$ cat src/rtl/param_pkg.sv
// Shared types and constants for the parameter-loader command front end.
// No logic; no latency.
// No flow control of its own.
package param_pkg;

  typedef enum logic [2:0] {
    IDLE,
    ADDR,
    DATA,
    CSUM,
    WRITE,
    RESP
  } loader_state_t;

  localparam int PARAM_W = 8;

  localparam logic ADDR_P        = 1'b0;
  localparam logic ADDR_SETPOINT = 1'b1;

  localparam logic [7:0] DEFAULT_SYNC = 8'hA5;
  localparam logic [7:0] DEFAULT_ACK  = 8'h06;
  localparam logic [7:0] DEFAULT_NACK = 8'h15;

  // Frame checksum: XOR of the sync byte and both payload bytes.
  function automatic logic [7:0] frame_csum(input logic [7:0] sync,
                                            input logic [7:0] addr,
                                            input logic [7:0] data);
    return sync ^ addr ^ data;
  endfunction

endpackage

$ cat src/rtl/frame_timer.sv
// Inter-byte idle counter with expiry flag; saturates at LIMIT-1.
// Expiry flag is a decode of the registered count, valid the cycle the count reaches LIMIT-1.
// No flow control; clear has priority over enable.
module frame_timer #(
  parameter int LIMIT = 1000
) (
  input  logic clk,
  input  logic reset,
  input  logic clear,
  input  logic enable,
  output logic expired
);

  localparam int W = $clog2(LIMIT);
  localparam logic [W-1:0] LAST = W'(LIMIT - 1);

  logic [W-1:0] count;

  // Count idle cycles; hold at LAST so the counter never wraps.
  always_ff @(posedge clk) begin
    if (reset || clear) begin
      count <= '0;
    end else if (enable && (count != LAST)) begin
      count <= count + W'(1);
    end
  end

  assign expired = (count == LAST);

endmodule

$ cat src/rtl/param_loader.sv
// Parses SYNC/ADDR/DATA/CSUM byte frames and writes the p/setpoint registers.
// CSUM in cycle N: write_en in N+1, ACK valid from N+2; NACK valid from N+1.
// rx has no backpressure (bytes during WRITE/RESP are dropped, overrun set); tx held until tx_ready.
module param_loader
  import param_pkg::*;
#(
  parameter logic [7:0] SYNC_BYTE      = DEFAULT_SYNC,
  parameter int         TIMEOUT_CYCLES = 1000,
  parameter logic [7:0] ACK_BYTE       = DEFAULT_ACK,
  parameter logic [7:0] NACK_BYTE      = DEFAULT_NACK
) (
  input  logic               clk,
  input  logic               reset,
  input  logic [7:0]         rx_data,
  input  logic               rx_valid,
  output logic               write_en,
  output logic               address,
  output logic [PARAM_W-1:0] param,
  output logic [7:0]         tx_data,
  output logic               tx_valid,
  input  logic               tx_ready,
  output logic               busy,
  output logic               overrun
);

  loader_state_t state;
  logic [7:0]    addr_r;
  logic [7:0]    data_r;
  logic          in_frame;
  logic          timer_expired;

  assign in_frame = (state == ADDR) || (state == DATA) || (state == CSUM);
  assign busy     = (state != IDLE);

  // Timer runs only while waiting for frame bytes; any accepted byte restarts it,
  // and holding it clear outside the frame states gives a zero count on entry.
  frame_timer #(
    .LIMIT (TIMEOUT_CYCLES)
  ) u_timer (
    .clk     (clk),
    .reset   (reset),
    .clear   (!in_frame || rx_valid),
    .enable  (in_frame),
    .expired (timer_expired)
  );

  // Frame parser, write strobe and response handshake.
  always_ff @(posedge clk) begin
    if (reset) begin
      state    <= IDLE;
      addr_r   <= '0;
      data_r   <= '0;
      write_en <= 1'b0;
      address  <= ADDR_P;
      param    <= '0;
      tx_data  <= '0;
      tx_valid <= 1'b0;
      overrun  <= 1'b0;
    end else begin
      write_en <= 1'b0;
      case (state)
        IDLE: begin
          if (rx_valid && (rx_data == SYNC_BYTE)) begin
            state <= ADDR;
          end
        end
        ADDR: begin
          if (rx_valid) begin
            addr_r <= rx_data;
            state  <= DATA;
          end else if (timer_expired) begin
            state <= IDLE;
          end
        end
        DATA: begin
          if (rx_valid) begin
            data_r <= rx_data;
            state  <= CSUM;
          end else if (timer_expired) begin
            state <= IDLE;
          end
        end
        CSUM: begin
          if (rx_valid) begin
            if ((rx_data == frame_csum(SYNC_BYTE, addr_r, data_r)) && (addr_r <= 8'd1)) begin
              // Strobe goes out while the FSM sits in WRITE.
              write_en <= 1'b1;
              address  <= addr_r[0];
              param    <= data_r;
              state    <= WRITE;
            end else begin
              tx_data  <= NACK_BYTE;
              tx_valid <= 1'b1;
              state    <= RESP;
            end
          end else if (timer_expired) begin
            state <= IDLE;
          end
        end
        WRITE: begin
          if (rx_valid) begin
            overrun <= 1'b1;
          end
          tx_data  <= ACK_BYTE;
          tx_valid <= 1'b1;
          state    <= RESP;
        end
        RESP: begin
          if (rx_valid) begin
            overrun <= 1'b1;
          end
          if (tx_valid && tx_ready) begin
            tx_valid <= 1'b0;
            state    <= IDLE;
          end
        end
        default: begin
          state <= IDLE;
        end
      endcase
    end
  end

endmodule

$ cat config.mk
export PLATFORM = sky130hd
export DESIGN_NAME = param_loader
export DESIGN_NICKNAME = d
export VERILOG_FILES = /design/src/rtl/param_pkg.sv /design/src/rtl/frame_timer.sv /design/src/rtl/param_loader.sv
export SDC_FILE = /design/constraint.sdc
export NUM_CORES = 1
export LEC_CHECK = 0
export CORE_UTILIZATION = 53
export CTS_CLUSTER_SIZE = 12
export DETAILED_ROUTE_END_ITERATION = 8
export PLACE_DENSITY = 0.77
export SYNTH_ARGS = -nofsm -noshare
export SYNTH_HDL_FRONTEND = slang
export SYNTH_SLANG_ARGS = --single-unit
$ cat constraint.sdc
create_clock -name clk -period 2 [get_ports clk]
set_input_delay 0.2 -clock clk [delete_from_list [all_inputs] [get_ports clk]]
set_output_delay 0.2 -clock clk [all_outputs]
set_load 0.03 [all_outputs]
==> impl_metrics.toml, run 1 <==
[clocking]
cts_made_buffers = 5
clock-sinks = 44
clk_latency_ps = 300
cts_setup_buffers = 0
cts-root-buf = "clkbuf_8"
clockBufferDepth = 2
cts_max_level = 2
cts_tree = "built"
clk_pin_slew_worst_paths_ps = 80
cts_hold_buf = 0

[final_layout]
seq_area_um2 = 883
fillers = 316
final_util_pct = 67.6
syn2layout_area_growth_pct = 21.4
n_antenna_cell = 0
multi_input_area_um2 = 1090
drive_gt1_share_pct = 14.0
nets = 269

[power]
power.density_nw_per_um2 = 617
leakagePower_nw = 0.911
peakVddDrop_mv = 0.416

[worst_setup_path]
arrival_ps = 1660
rrSetupSlack_ps = 220
worstPathMaxFanout = 10
rr_endpoint = "param[5]"
worst_ep_required_time_ps = 1800
end_kind = "output port"
r2r_cells = 6
startpoint_type = "flop"
endpoint = "busy"
rr_startpoint = "data_r[7]"
worstSetupPathType = "reg2out"
crit_start = "state[0]"

[placement]
place_hpwl_um = 2760
routabilityCongestion = 0.842
dp_slack_ps = -63.9
numPortBuffers = 28

[route]
antenna_left = 0
vias = 1605
drt-vias-per-instance = 5.26
drt_pass1_iterations = 4
first_iter_violations = 85
remaining_drc_errors = 0
postRouteWirelength_um = 4020
wl_per_cell_um = 13.2

[flow_run]
max_cap_viol_count = 0

[grt]
grt_pass1_wl_um = 6880
antenna_found_initial = 0
grt_pass1_vias = 1524
grt_usage_pct = 21.9
grt_overflow = 0
grt_max_degree = 35

[synthesis]
synth_edf_count = 0
netlist_instances = 220
synth_area_leader_cell = "dfxtp_1"
syn_area_per_cell_um2 = 9.41
ys_seq_elements = 44
synthArstFlopShare_pct = 0
synth_common_cells = "44 x dfxtp_1, 34 x nand2_1, 31 x nor2_1"
synthFlopType = "dfxtp_1"
ys_types = 47
yosysSeqAreaShare_pct = 42.5
synth_area_um2 = 2070
synth_top_area_share_pct = 42.5
yosysMostFrequentCell = "dfxtp_1"
synth.area.top_cells = "dfxtp_1 43%, mux2i_1 8.7%, nand2_1 6.2%"
yosysWarnings = 0

[floorplanning]
core.rowCount = 22
dieArea_um2 = 4160
core-area_um2 = 3720
fp.dieH_um = 64.5
die_w_um = 64.5
ios = 33
start_util_pct = 55.7

[timing]
min_period_ps = 1860
hold_ws_ps = 465
rsz0062_at_grt = "no"
min_period_over_period_pct = 93.1
setup_viol = 0
drv_slew = 0
max_freq_mhz = 537
skew_ps = 4.87
hold_viol_final = 0
fin_ws_ps = 138

[worst_hold_path]
whs_path_depth = 2
hold_path.class = "reg2reg"

[status]
outcome = "finished clean"
==> repair_timing <==
action                     CTS  global route
cloned                       0             0
gates resized for setup      1             2
setup endpoints to repair    1             1
hold endpoints to repair     0             0
==> worst min-delay path by stage <==
stage          startpoint        end  slack, ps
2_1_floorplan  rx_data[1]  addr_r[1]        340
3_3_place_gp    addr_r[1]  addr_r[1]        450
3_5_place_dp    addr_r[1]  addr_r[1]        450
4_1_cts         addr_r[1]  addr_r[1]        460
5_1_grt         addr_r[1]  addr_r[1]        500
6_report        addr_r[1]  addr_r[1]        470
==> logic make-up after synthesis <==
group,synth area share (%)
and+or+nand+nor,22.3
DFF,42.5
AOI/OAI and AO/OA,7.86
muxes,8.70
buffers and inverters,5.56
xor gates and xnor gates,12.3
adders and majority gates,0.604
other,0.181
==> registers in the layout, summed over array words and instances, names as in the netlist <==
name	cells
u_timer.count	10
addr_r	8
data_r	8
param	8
state	3
tx_data	3
address	1
overrun	1
tx_valid	1
write_en	1
==> per-layer routing <==
metal	global-route usage [%]	wire length (µm)
met1	28.2	1890
met2	33.9	1810
met3	5.99	229
met4	10.0	88
met5	0	0
==> area by class of cell <==
cell class,instances,share of cell area [%]
clock buffers,6,3.29
clock inverters,2,0.398
inverters,1,0.149
multi-input cells,162,43.3
flip-flops and latches,44,35.1
well taps,48,2.39
repair buffers,42,15.3
==> stage by stage <==
step / setup TNS, ps / power, mW / instance area [µm²] / instances
after floorplan: 0 / 0.957 / 2080 / 223
after global placement: -48.9 / 0.997 / 2420 / 297
after detailed placement: -474 / 0.996 / 2420 / 297
after CTS: 0 / 1.57 / 2510 / 305
after global routing: 0 / 1.62 / 2510 / 305
final: 0 / 1.55 / 2510 / 305
==> worst max-delay path, cell delays in order (launching register included) <==
cell and delay [ps]:
dfxtp_2 380, nor2_2 260, nand2_1 120, clkdlybuf4s50_1 610
==> placed cells by master (no fill, tap or decap), types with 4 or more instances in the layout <==
cell             instances
nor2_1                  30
nand2_1                 34
clkbuf_8                 6
buf_4                   14
nand3_1                  5
xor2_1                   6
dfxtp_1                 42
clkdlybuf4s50_1         28
mux2i_1                 18
conb_1                   4
a21oi_1                 17
==> power by group <==
group          switching, mW  internal, mW
Clock                  0.299         0.276
Sequential          0.000900         0.876
Combinational         0.0491        0.0515
Total                  0.349          1.20
No activity file was read; power rests on OpenSTA's default activity.
==> run 2: changes to the inputs <==
CORE_UTILIZATION = 55   (was 53)
CTS_BUF_LIST = sky130_fd_sc_hd__clkbuf_4 sky130_fd_sc_hd__clkbuf_8   (was not set)
PLACE_DENSITY = 0.82   (was 0.77)
==> run 2 against run 1 <==
Net effect: fmax fell by 1.2%; clock skew down 3.1 ps; die area fell by 3.5%; combinational power hardly changed; sequential power is essentially flat; sequential share of layout area down 0.27 points; utilization grew 5.2 points; total power is 0.86% higher; clock power up 2%; setup slack got worse by 22 ps.
==> impl_metrics.toml, run 2 (synthesized netlist as in run 1, its figures left out) <==
[status]
outcome = "finished clean"

[route]
first_iter_violations = 78
remaining_drc_errors = 0
drt_pass1_iterations = 4
postRouteWirelength_um = 4110
antenna_left = 0
vias = 1625
drt-vias-per-instance = 5.33
wl_per_cell_um = 13.5

[grt]
grt_overflow = 0
grt_usage_pct = 22.5
antenna_found_initial = 0
grt_max_degree = 35
grt_pass1_vias = 1505
grt_pass1_wl_um = 6930

[worst_setup_path]
startpoint_type = "flop"
cp_slowest_cell = "clkdlybuf4s50_1"
cp_top_family = "buffers and inverters"
end_kind = "output port"
cp_num_buf_inv = 2
rrSetupSlack_ps = 180
arrival_ps = 1680
path_cells = "inv_1 -> nand2_1 -> clkdlybuf4s50_1"
worstSetupPathType = "reg2out"
worstPathMaxFanout = 7
worst_ep_required_time_ps = 1800
slowest_delay_ps = 680

[clocking]
cts_made_buffers = 5
cts_hold_buf = 0
clock-sinks = 44
cts_max_level = 2
clk_pin_slew_worst_paths_ps = 80
clk_latency_ps = 300
cts_tree = "built"
cts-root-buf = "clkbuf_8"
clockBufferDepth = 2
cts_resized = 0
cts_setup_buffers = 0

[final_layout]
n_antenna_cell = 0
largest_register_ff_count = 10
syn2layout_area_growth_pct = 22.0
largest_register = "u_timer.count"
final_cell_mix = "44 x dfxtp_1, 34 x nand2_1, 31 x nor2_1"
nets = 271
multi_input_area_um2 = 1090
final_cell_count_no_fill = 305
final_common_cell = "dfxtp_1"
fillers = 268
seq_area_um2 = 881
drive_gt1_share_pct = 13.5

[power]
combPwrFrac_pct = 6.5
net-switching-power_mw = 0.343
p_clk_share_pct = 37.6
power.density_nw_per_um2 = 620
peakVddDrop_mv = 0.558
finalPower_mw = 1.57
leakagePower_nw = 0.916
seqPwrFrac_pct = 56.0
p_int_mw = 1.22
switching_share_pct = 21.9

[timing]
min_period_ps = 1880
drv_slew = 0
hold_ws_ps = 482
max_freq_mhz = 531
rsz0062_at_grt = "no"
setup_viol = 0
hold_viol_final = 0
skew_ps = 1.75
min_period_over_period_pct = 94.2

[floorplanning]
core-area_um2 = 3470
die_w_um = 63.4
core.rowCount = 21
ios = 33
fp.dieH_um = 63.4
start_util_pct = 59.7
dieArea_um2 = 4010

[placement]
dp.cells = 297
routabilityCongestion = 0.877
numPortBuffers = 28
place_hpwl_um = 2960

[flow_run]
max_cap_viol_count = 0

[worst_hold_path]
hold_path.class = "reg2reg"
## run 2: layout make-up
| cell class | count | area share, % |
|---|---|---|
| sequential | 44 | 34.9 |
| timing repair buffer | 44 | 15.8 |
| tap | 46 | 2.28 |
| inverter | 1 | 0.149 |
| clock buffer | 7 | 3.57 |
| clock inverter | 1 | 0.297 |
| multi-input combinational | 162 | 43.0 |
## run 2: power groups by stage
stage	clock [mW]	sequential (mW)	combinational [mW]
finish	0.588	0.876	0.101
global route	0.636	0.877	0.109
CTS	0.597	0.876	0.101
detailed placement	0	0.897	0.101
global placement	0	0.897	0.101
floorplan	0	0.897	0.0601
## run 2: worst min-delay path, delay by kind of cell, from the launching register on
kind | cells | cell delay [ps]
AOI/OAI and AO/OA | 1 | 60
and+or+nand+nor | 1 | 60
DFF | 1 | 320
## run 2: stage by stage
step / worst slack, ps / utilization (%) / TNS, ps / instance area [µm²]
2_1_floorplan: 342 / - / 0 / 2080
3_3_place_gp: -65.6 / 70.0 / -303 / 2430
3_5_place_dp: -71.7 / 70.0 / -583 / 2430
4_1_cts: 120 / 72.8 / 0 / 2530
5_1_grt: 11.1 / 72.8 / 0 / 2530
6_report: 116 / 72.8 / 0 / 2530
## run 2: layer usage
layer | GRT usage (%) | vias up | routed length [µm]
met5 | 0 | - | 0
met4 | 7.95 | 0 | 72
met3 | 6.16 | 6 | 190
met2 | 34.3 | 37 | 1800
met1 | 30.5 | 758 | 2050
li1 | - | 824 | -
## run 2: worst paths after layout
path / start / endpoint / depth (start not counted)
hold reg to reg: addr_r[1] / addr_r[1] / 2
setup reg to reg: data_r[4] / tx_valid / 6
setup / recovery: state[2] / busy / 3
hold / removal: addr_r[1] / addr_r[1] / 2
==> run 3: changes to the inputs <==
CTS_CLUSTER_DIAMETER = 120   (was not set)
==> results of run 3 <==
Same layout as run 2: the final DEF is identical, and so are final timing and power.
==> variant, RTL diff (flow settings as in run 2) <==
`TIMEOUT_CYCLES`: 1000 -> 500.
--- a/src/rtl/param_loader.sv
+++ b/src/rtl/param_loader.sv
@@ -5,7 +5,7 @@
   import param_pkg::*;
 #(
   parameter logic [7:0] SYNC_BYTE      = DEFAULT_SYNC,
-  parameter int         TIMEOUT_CYCLES = 1000,
+  parameter int         TIMEOUT_CYCLES = 500,
   parameter logic [7:0] ACK_BYTE       = DEFAULT_ACK,
   parameter logic [7:0] NACK_BYTE      = DEFAULT_NACK
 ) (
Function: no difference found for any inputs over 10 cycles, from zero or initial values and one cycle with reset high; that may be too few to reach the edited logic, so the function may still have changed.
==> variant against run 2 <==
The flow now finishes with violations (negative setup slack). Sequential power down 2%. Highest routed layer unchanged. Setup slack got worse by 0.12 ns. Clock skew up 0.0060 ns. Final cell count is 0.98% lower. Cell area down 2.6%. Total power decreased by 10%. Core utilization fell by 0.26 points. Non-clock buffer count grew 4. Routed wire length fell by 6.0%. Synthesized cell count fell by 4.1%. Critical path type is now reg2reg. Largest power group unchanged. Sequential cell count shrank 1. Synthesized area is 5.0% lower. Maximum frequency fell by 6.0%.
==> variant: results (changes against run 2) <==
GRT
  – First-pass GRT wire length: 6.003 mm (-13%)
  – Vias in the first global route: 1391 (-7.6%)
  – Largest net degree at the start of global routing: 21 (-40%)
  – GRT Util Overall: 0.2265 (+0.001113)

Hold path
  – Hold Path Stages: 2 (unchanged)
  – Min-delay src: addr_r[6]
  – Min-Delay Endpoint: addr_r[6]

Place
  – Post-DP Area: 2396 sq um (-1.3%)
  – HPWL after DPL: 2.790 mm (-5.8%)
  – Port Buffer Count: 28 (unchanged)
  – GPL Wtd Cong: 0.8117 (-7.5%)
  – Placed cells: 294 (-1.0%)

Worst setup path
  – Slowest stage cell, crit path: or4_4
  – CP top delay family: simple AND/OR/NAND/NOR gates
  – Critical Path AT: 2.28 ns (+0.60 ns)
  – Worst reg2reg path startpoint: data_r[2]
  – RR Endpoint: param[1]
  – Slowest Stage Delay on Critical Path: 0.56 ns (-0.12 ns)

STA
  – Final setup violation count: 1 (+1)
  – Clock skew: 0.007743 ns (+0.005988 ns)
  – Setup ws final: -0.003405 ns (-0.1193 ns)
  – Final setup TNS: -0.003405 ns (-0.003405 ns)

Cells and area
  – N_diodes: 0 (unchanged)
  – Top reg by flops: u_timer.count
  – NumNets Final: 268 (-1.1%)
  – Share of layout cells above drive strength 1: 0.1406 (+0.005490)
  – Max reg flops: 9 (-1)
  – Fillers: 249 (-7.1%)
  – Finished Layout Cells: 302 (-0.98%)

Power and ir drop
  – Peak supply drop: 0.3397 mV (-39%)
  – Net Sw Frac: 0.2353 (+0.01595)
  – Leak: 0.9047 nW (-1.2%)

Detailed routing
  – Via count: 1558 (-4.1%)
  – Pre-antenna DRT Iters: 6 (+2)
  – WL/cell: 12.78 um (-5.1%)
  – Initial DRC Count: 38 (-51%)

Yosys
  – Synth top cells by count: dfxtp_1, nor2_1, nand2_1
  – Share of the synthesized area in the top cell type: 0.4377 (+0.01228)
  – Syn avg cell area: 9.322 sq um (-0.96%)
  – Part of the Yosys area used for sequential elements: 0.4377 (+0.01228)
  – Distinct cells, synth: 37 (-21%)
  – Cells taking the most area after synthesis: dfxtp_1, mux2i_1, nor2_1

CTS
  – Clock root buffer master: clkbuf_4
  – Worst-Skew Late Latency: 0.36 ns (+0.06 ns)
  – Clk buf depth: 2 (unchanged)
  – CTS clock-pin slew for the worst setup and hold paths: 0.12 ns (+0.04 ns)

Run status
  – Failing checks: negative setup slack
  – Status: finished with violations
==> variant: cell types whose count changed after synthesis, moves of 3 or more <==
cell      change
nand2_1       -9
xnor3_1       +5
nor2_1        +4
clkbuf_1      +3
nor3_1        +3
xor3_2        -3
==> variant: worst max-delay path by stage <==
stage | startpoint | end | slack, ns | cells after the start
2_1_floorplan | data_r[2] | address | 0.07 | 6
3_3_place_gp | rx_data[1] | param[2] | -0.28 | 7
3_5_place_dp | rx_data[2] | param[0] | -0.34 | 7
4_1_cts | data_r[5] | param[0] | -0.009 | 6
5_1_grt | data_r[2] | param[4] | -0.09 | 6
6_report | data_r[2] | param[1] | -0.003 | 6
==> variant: cells by family after synthesis <==
group           after synthesis  share of synthesized area
other cells                   1                   0.001907
flops                        43                     0.4377
mux                          18                    0.09160
xor+xnor                     16                     0.1215
compound gates               21                    0.06107
simple gates                 97                     0.2398
fa+ha+maj                     1                   0.006360
buf+inv                      14                    0.04008
==> variant: metrics by stage <==
| step | utilization | setup WS [ns] | total power [W] | hold slack (ns) |
|---|---|---|---|---|
| after floorplan | - | 0.06909 | 0.0009313 | 0.3360 |
| after global placement | 0.7069 | -0.2838 | 0.0009800 | 0.4428 |
| after detailed placement | 0.7069 | -0.3375 | 0.0009810 | 0.4472 |
| after CTS | 0.7257 | -0.008938 | 0.001418 | 0.4638 |
| after global routing | 0.7257 | -0.09065 | 0.001460 | 0.4842 |
| final | 0.7257 | -0.003405 | 0.001406 | 0.4637 |
==> variant: repair_timing <==
action	4_1_cts	5_1_grt
pin swaps	0	1
setup endpoints to repair	8	14
setup buffers	0	0
hold buffers	0	0
gates cloned	0	0
resized for setup	5	0
==> variant: final cells by class <==
type,count,area [sq um],share of cell area
Sequential cell,43,864.6,0.3515
Timing Repair Buffer,48,432.9,0.1760
Multi-Input combinational cell,157,1047,0.4257
Clock buffer,7,52.55,0.02136
Clock inverter,1,5.005,0.002035
Tap cell,46,57.56,0.02340
==> variant: worst min-delay path, cell delays in order, from the launching register on <==
cell and delay, ns:
dfxtp_1 0.33, nand2_1 0.05, a21oi_1 0.05
==> variant: power by group through the flow <==
stage	clock [W]	sequential, W	combinational (W)
global route	0.000490	0.000858	0.000112
CTS	0.000456	0.000857	0.000104
floorplan	0	0.000876	0.0000548
detailed placement	0	0.000877	0.000104
global placement	0	0.000877	0.000103
finish	0.000444	0.000857	0.000105
==> variant: per-layer routing <==
| layer | wire (um) | vias up | global-route usage |
|---|---|---|---|
| li1 | - | 792 | - |
| met1 | 1844 | 718 | 0.2747 |
| met2 | 1753 | 40 | 0.3518 |
| met3 | 164 | 8 | 0.06625 |
| met4 | 98 | 0 | 0.1460 |
| met5 | 0 | - | 0 |
